File: config.mk
export PLATFORM = sky130hd
export DESIGN_NAME = quad_gate_tester
export DESIGN_NICKNAME = d
export VERILOG_FILES = /design/src/rtl/quad_gate_tester.sv
export SDC_FILE = /design/constraint.sdc
export NUM_CORES = 1
export LEC_CHECK = 0
export ABC_AREA = 1
export BUFFER_PORTS_ARGS = -buffer_cell sky130_fd_sc_hd__buf_2
export CORE_AREA = 5 5 79 81
export CTS_CLUSTER_DIAMETER = 100
export DETAILED_ROUTE_END_ITERATION = 8
export DIE_AREA = 0 0 84 86
export PLACE_DENSITY = 0.83
export SLEW_MARGIN = 15
export SYNTH_ARGS = -nofsm -noshare
export SYNTH_HDL_FRONTEND = slang
export SYNTH_SLANG_ARGS = --single-unit
File: constraint.sdc
create_clock -name i_clk -period 3.5 [get_ports i_clk]
set_input_delay 0.35 -clock i_clk [delete_from_list [all_inputs] [get_ports i_clk]]
set_output_delay 0.35 -clock i_clk [all_outputs]
set_load 0.02 [all_outputs]
File: src/rtl/quad_gate_tester.sv
// Functional tester for a 14-pin quad 2-input gate chip: sweeps all 256 input
// vectors, waits a settle time per vector, and tallies mismatching gate outputs.
//
// state  | meaning
// IDLE   | waiting for i_start; results from the last run held
// SETTLE | vector driven, settle counter running
// CHECK  | compare chip outputs against the expected function
// DONE   | one-cycle end-of-run pulse, pins released to 0
module quad_gate_tester #(
    parameter int unsigned SETTLE_CYCLES = 4
) (
    input  logic       i_clk,
    input  logic       i_rst_n,
    input  logic       i_start,
    input  logic [2:0] i_func,
    input  logic       i_stop_on_fail,
    output logic       o_pin1,
    output logic       o_pin2,
    output logic       o_pin4,
    output logic       o_pin5,
    output logic       o_pin9,
    output logic       o_pin10,
    output logic       o_pin12,
    output logic       o_pin13,
    input  logic       i_pin3,
    input  logic       i_pin6,
    input  logic       i_pin8,
    input  logic       i_pin11,
    output logic       o_busy,
    output logic       o_done,
    output logic       o_pass,
    output logic       o_err,
    output logic [8:0] o_fail_cnt,
    output logic [7:0] o_fail_vec,
    output logic [3:0] o_gate_fail
);

    localparam logic [1:0] ST_IDLE   = 2'd0;
    localparam logic [1:0] ST_SETTLE = 2'd1;
    localparam logic [1:0] ST_CHECK  = 2'd2;
    localparam logic [1:0] ST_DONE   = 2'd3;

    localparam logic [2:0] FUNC_MAX    = 3'd4;
    localparam logic [7:0] SETTLE_LOAD = 8'(SETTLE_CYCLES);

    logic [1:0] state_q, state_d;
    logic [7:0] vec_q, vec_d;
    logic [7:0] cnt_q, cnt_d;
    logic [2:0] func_q, func_d;
    logic       stop_q, stop_d;
    logic       pass_q, pass_d;
    logic       err_q, err_d;
    logic [8:0] fail_cnt_q, fail_cnt_d;
    logic [7:0] fail_vec_q, fail_vec_d;
    logic [3:0] gate_fail_q, gate_fail_d;

    logic [3:0] exp_out;
    logic [3:0] act_out;
    logic [3:0] mismatch;
    logic       busy;

    function automatic logic gate_f(input logic [2:0] f, input logic a, input logic b);
        logic r;
        case (f)
            3'd0:    r = a & b;
            3'd1:    r = ~(a & b);
            3'd2:    r = a | b;
            3'd3:    r = ~(a | b);
            3'd4:    r = a ^ b;
            default: r = 1'b0;
        endcase
        return r;
    endfunction

    // Gate g is fed by vector bits 2g and 2g+1.
    always_comb begin
        exp_out[0] = gate_f(func_q, vec_q[0], vec_q[1]);
        exp_out[1] = gate_f(func_q, vec_q[2], vec_q[3]);
        exp_out[2] = gate_f(func_q, vec_q[4], vec_q[5]);
        exp_out[3] = gate_f(func_q, vec_q[6], vec_q[7]);
    end

    assign act_out  = {i_pin11, i_pin8, i_pin6, i_pin3};
    assign mismatch = act_out ^ exp_out;

    always_comb begin
        state_d     = state_q;
        vec_d       = vec_q;
        cnt_d       = cnt_q;
        func_d      = func_q;
        stop_d      = stop_q;
        pass_d      = pass_q;
        err_d       = err_q;
        fail_cnt_d  = fail_cnt_q;
        fail_vec_d  = fail_vec_q;
        gate_fail_d = gate_fail_q;

        case (state_q)
            ST_IDLE: begin
                if (i_start) begin
                    if (i_func <= FUNC_MAX) begin
                        func_d      = i_func;
                        stop_d      = i_stop_on_fail;
                        vec_d       = 8'd0;
                        fail_cnt_d  = 9'd0;
                        fail_vec_d  = 8'd0;
                        gate_fail_d = 4'd0;
                        pass_d      = 1'b0;
                        err_d       = 1'b0;
                        cnt_d       = SETTLE_LOAD;
                        state_d     = ST_SETTLE;
                    end else begin
                        err_d   = 1'b1;
                        pass_d  = 1'b0;
                        state_d = ST_DONE;
                    end
                end
            end
            ST_SETTLE: begin
                if (cnt_q <= 8'd1) begin
                    state_d = ST_CHECK;
                end else begin
                    cnt_d = cnt_q - 8'd1;
                end
            end
            ST_CHECK: begin
                if (|mismatch) begin
                    fail_cnt_d  = fail_cnt_q + 9'd1;
                    gate_fail_d = gate_fail_q | mismatch;
                    if (fail_cnt_q == 9'd0) begin
                        fail_vec_d = vec_q;
                    end
                end
                // pass is resolved on entry to DONE so it is valid alongside o_done
                if ((vec_q == 8'hFF) || ((|mismatch) && stop_q)) begin
                    pass_d  = (fail_cnt_d == 9'd0) && !err_q;
                    state_d = ST_DONE;
                end else begin
                    vec_d   = vec_q + 8'd1;
                    cnt_d   = SETTLE_LOAD;
                    state_d = ST_SETTLE;
                end
            end
            default: begin
                state_d = ST_IDLE;
            end
        endcase
    end

    always_ff @(posedge i_clk) begin
        if (!i_rst_n) begin
            state_q     <= ST_IDLE;
            vec_q       <= 8'd0;
            cnt_q       <= 8'd0;
            func_q      <= 3'd0;
            stop_q      <= 1'b0;
            pass_q      <= 1'b0;
            err_q       <= 1'b0;
            fail_cnt_q  <= 9'd0;
            fail_vec_q  <= 8'd0;
            gate_fail_q <= 4'd0;
        end else begin
            state_q     <= state_d;
            vec_q       <= vec_d;
            cnt_q       <= cnt_d;
            func_q      <= func_d;
            stop_q      <= stop_d;
            pass_q      <= pass_d;
            err_q       <= err_d;
            fail_cnt_q  <= fail_cnt_d;
            fail_vec_q  <= fail_vec_d;
            gate_fail_q <= gate_fail_d;
        end
    end

    assign busy = (state_q == ST_SETTLE) || (state_q == ST_CHECK);

    assign o_pin1  = busy & vec_q[0];
    assign o_pin2  = busy & vec_q[1];
    assign o_pin4  = busy & vec_q[2];
    assign o_pin5  = busy & vec_q[3];
    assign o_pin9  = busy & vec_q[4];
    assign o_pin10 = busy & vec_q[5];
    assign o_pin12 = busy & vec_q[6];
    assign o_pin13 = busy & vec_q[7];

    assign o_busy      = busy;
    assign o_done      = (state_q == ST_DONE);
    assign o_pass      = pass_q;
    assign o_err       = err_q;
    assign o_fail_cnt  = fail_cnt_q;
    assign o_fail_vec  = fail_vec_q;
    assign o_gate_fail = gate_fail_q;

endmodule

==> results.txt <==
status - complete, no violations
vias in the first global route - 2722
IO Count - 44
setup skew after layout - 0.0109 ns
post-DP HPWL - 5310 um
Slowest-stage cell, CP - dfxtp_1
CTS resizes - 0
crit path max fanout - 16
Core Area - 5410 sq um
FILL cells - 510
CP required - 3.72 ns
peak supply drop - 0.000389 V
met3 Use GR - 3.55%
area grow syn2layout - 13.6%
detailed-route vias per instance - 5.23
post-layout minimum cycle time - 2.44 ns
chip height - 86 um
FF-to-FF setup slack - 1.06 ns
worst r2r src - vec_q[4]
# hold bufs at CTS - 0
Final Setup Violations - 0
crit path from - vec_q[4]
Crit Path Category - register to register
Leakage - 1.62 nW
Hold EP - stop_q
cell chain of the critical path - inv_1 > ha_1 > nand3_1 > nand2_1 > nor2_2 > nand2_1 > nand2_1 > nand2_2 > nor2_4 > nand2_4 > nand2_2 > nand2_2 > nand2_4 > nand3_4 > clkinv_4 > nand3_1 > a21oi_1
post-synthesis mux area share - 0%
Clock Pin Slew Worst Setup and Hold Paths - 0.09 ns
Remaining Overflow, GRT - 0
Routed Antenna Nets - 0
highest clock rate - 410 MHz
Routed WL per cell - 12.9 um
Layout Nets - 508
GR Util met2 - 34.2%
RSZ-0062 raised after global routing - no
number of setup buffers added after CTS - 0
DR iter-0 viols - 182
CP startpoint kind - register
global-route wire length before repair - 12300 um
post-synthesis simple-gate area fraction - 37.3%
TritonRoute pass-1 iters - 6
H-tree lvl count - 2
CTS Buf Count - 5
Yosys reg bits - 45
ANT cells - 0
Final Slew Violations - 0
width of the die - 84 um
R2R cell count - 17
period utilization - 69.7%
GP Congestion - 0.892
Post-Syn Area - 2910 sq um
Global Route met1 Usage - 26.6%
Synth Net Count - 465
Setup TNS - 0 ns
final wirelength - 7130 um
final hold vios - 0
layer with the highest usage - met2
initial antenna violation count - 0
hold depth - 3
Crit path max-delay family - simple AND/OR/NAND/NOR gates
total die area - 7220 sq um
min-delay src - i_stop_on_fail
Power Density - 662 nW/um^2
largest net degree at the start of global routing - 33
critical path's largest stage delay - 0.48 ns
Yosys warnings - 0
All-Layer GR Usage - 20.3%
Distinct cells, synth - 32
main combinational cell family by area after synthesis - simple AND/OR/NAND/NOR gates
DRC Markers - 0
Synth Area in Compound Gates - 11.2%
vias - 2895
HP Class - primary input to register
worst flop-to-flop path endpoint - vec_q[1]
CTS tree - built
# port buffers - 43
adder-cell share of the synthesized area - 6.89%
Max-slew headroom - 31.6%
Clock Tree Buf Depth - 2
Post-Synthesis Cells - 438
Num Clock Sinks - 45
CP endpoint kind - register
worst path arrival time - 2.66 ns
clock root buffer - clkbuf_8
# rows - 27
Initial Util - 53.7%
clk_lat worst skew - 0.31 ns
Mapped Avg Cell Area - 6.63 sq um
max cap viols - 0
Fin Hold WS - 0.297 ns
Bufs and invs on worst path - 2
Synth Area in XOR/XNOR - 3.92%
share of layout cells above drive strength 1 - 15.8%
post-synthesis sequential area ratio - 31.0%
Worst-Margin Slew - 1.02 ns
==> cells in the mapped netlist (all sizes together) <==
cell	count	area, sq um
ha	16	200
xor2	10	87.6
xnor2	3	26.3
o2111ai	1	8.76
o21bai	1	11.3
a21oi	42	210
nor4	2	12.5
nor2	52	253
o211ai	1	7.51
inv	59	221
nor3	5	25.0
nand4	9	56.3
o21ai	16	80.1
or2	1	6.26
dfxtp	45	901
nand2	125	497
a211oi	1	7.51
nand3	39	233
buf	3	30.0
clkinv	3	16.3
clkbuf	4	15.0
==> stage by stage <==
step | total power [mW] | util [%] | worst slack [ns] | instances | cell area [sq um]
after global routing | 2.36 | 61.0 | 0.796 | 554 | 3300
after global placement | 1.68 | 58.6 | 1.16 | 546 | 3170
after detailed placement | 1.71 | 58.6 | 1.07 | 546 | 3170
final | 2.19 | 61.0 | 1.06 | 554 | 3300
after floorplan | 1.49 | - | 1.40 | 438 | 2910
after CTS | 2.19 | 61.0 | 1.06 | 554 | 3300
==> logic make-up (layout without fill, tap and decap cells) <==
logic type                 count (synthesis)  after routing
and+or+nand+nor                          233            233
AOI/OAI and AO/OA                         62             62
buffers and inverters                     69            113
DFF                                       45             45
adders and majority gates                 16             16
xor gates and xnor gates                  13             13
==> report_power, final <==
| group | switching [mW] | total [mW] | internal, mW | leakage [nW] |
|---|---|---|---|---|
| logic | 0.696 | 1.04 | 0.339 | 1.18 |
| clock network | 0.193 | 0.476 | 0.284 | 0.0681 |
| registers | 0.0867 | 0.674 | 0.587 | 0.365 |
==> worst reg2reg max path, cell delays in order, from the launching register on <==
cell      delay, ns
dfxtp_1        0.48
inv_1          0.09
ha_1           0.29
nand3_1        0.08
nand2_1        0.06
nor2_2         0.09
nand2_1        0.06
nand2_1        0.08
nand2_2        0.07
nor2_4         0.18
nand2_4        0.14
nand2_2        0.10
nand2_2        0.06
nand2_4        0.09
nand3_4        0.15
clkinv_4       0.13
nand3_1        0.08
a21oi_1        0.15
==> worst max-delay path by stage <==
stage | end | slack (ns) | cells past startpoint
floorplan | cnt_q[1] | 1.40 | 18
global placement | cnt_q[1] | 1.16 | 18
detailed placement | cnt_q[1] | 1.07 | 18
CTS | vec_q[1] | 1.06 | 17
global route | cnt_q[0] | 0.80 | 15
finish | vec_q[1] | 1.06 | 17
==> layout make-up <==
type                            count  area, sq um  share of cell area [%]
Timing Repair Buffer               43          215                    6.52
Tap cell                           72         90.1                    2.73
Clock buffer                        5         68.8                    2.09
Sequential cell                    45          901                    27.3
Clock inverter                      3         65.1                    1.97
Inverter                           62          238                    7.21
Multi-Input combinational cell    324         1720                    52.2
==> layer usage <==
metal  vias up  share of wire, %
li1       1484                 -
met1      1309                46
met2        89                47
met3        13               5.7
met4         0               1.6
met5         -                 0
==> layout by cell type (no fill, tap or decap), types with 2 or more instances in the layout <==
master	synthesis	routed
nor2_2	4	4
nand3_2	5	5
nand4_1	9	9
nor3_1	5	5
ha_1	16	16
buf_2	0	43
nand2_1	118	118
dfxtp_1	45	45
inv_1	58	58
clkinv_1	2	2
nand2_4	2	2
xnor2_1	3	3
bufinv_16	0	2
nor2_4	2	2
nand3_1	33	33
nor2_8	2	2
a21oi_1	42	42
clkbuf_8	0	5
nor4_1	2	2
nand2_2	5	5
o21ai_1	5	5
o21ai_0	11	11
xor2_1	10	10
nor2_1	44	44
==> flip-flops by register name, indices dropped and copies added (netlist names) <==
name and count:
func_q 3, o_fail_cnt 9, o_err 1, cnt_q 8, o_fail_vec 8, vec_q 8, o_pass 1, state_q 2
stop_q 1, o_gate_fail 4
No activity file was read; power rests on OpenSTA's default activity.
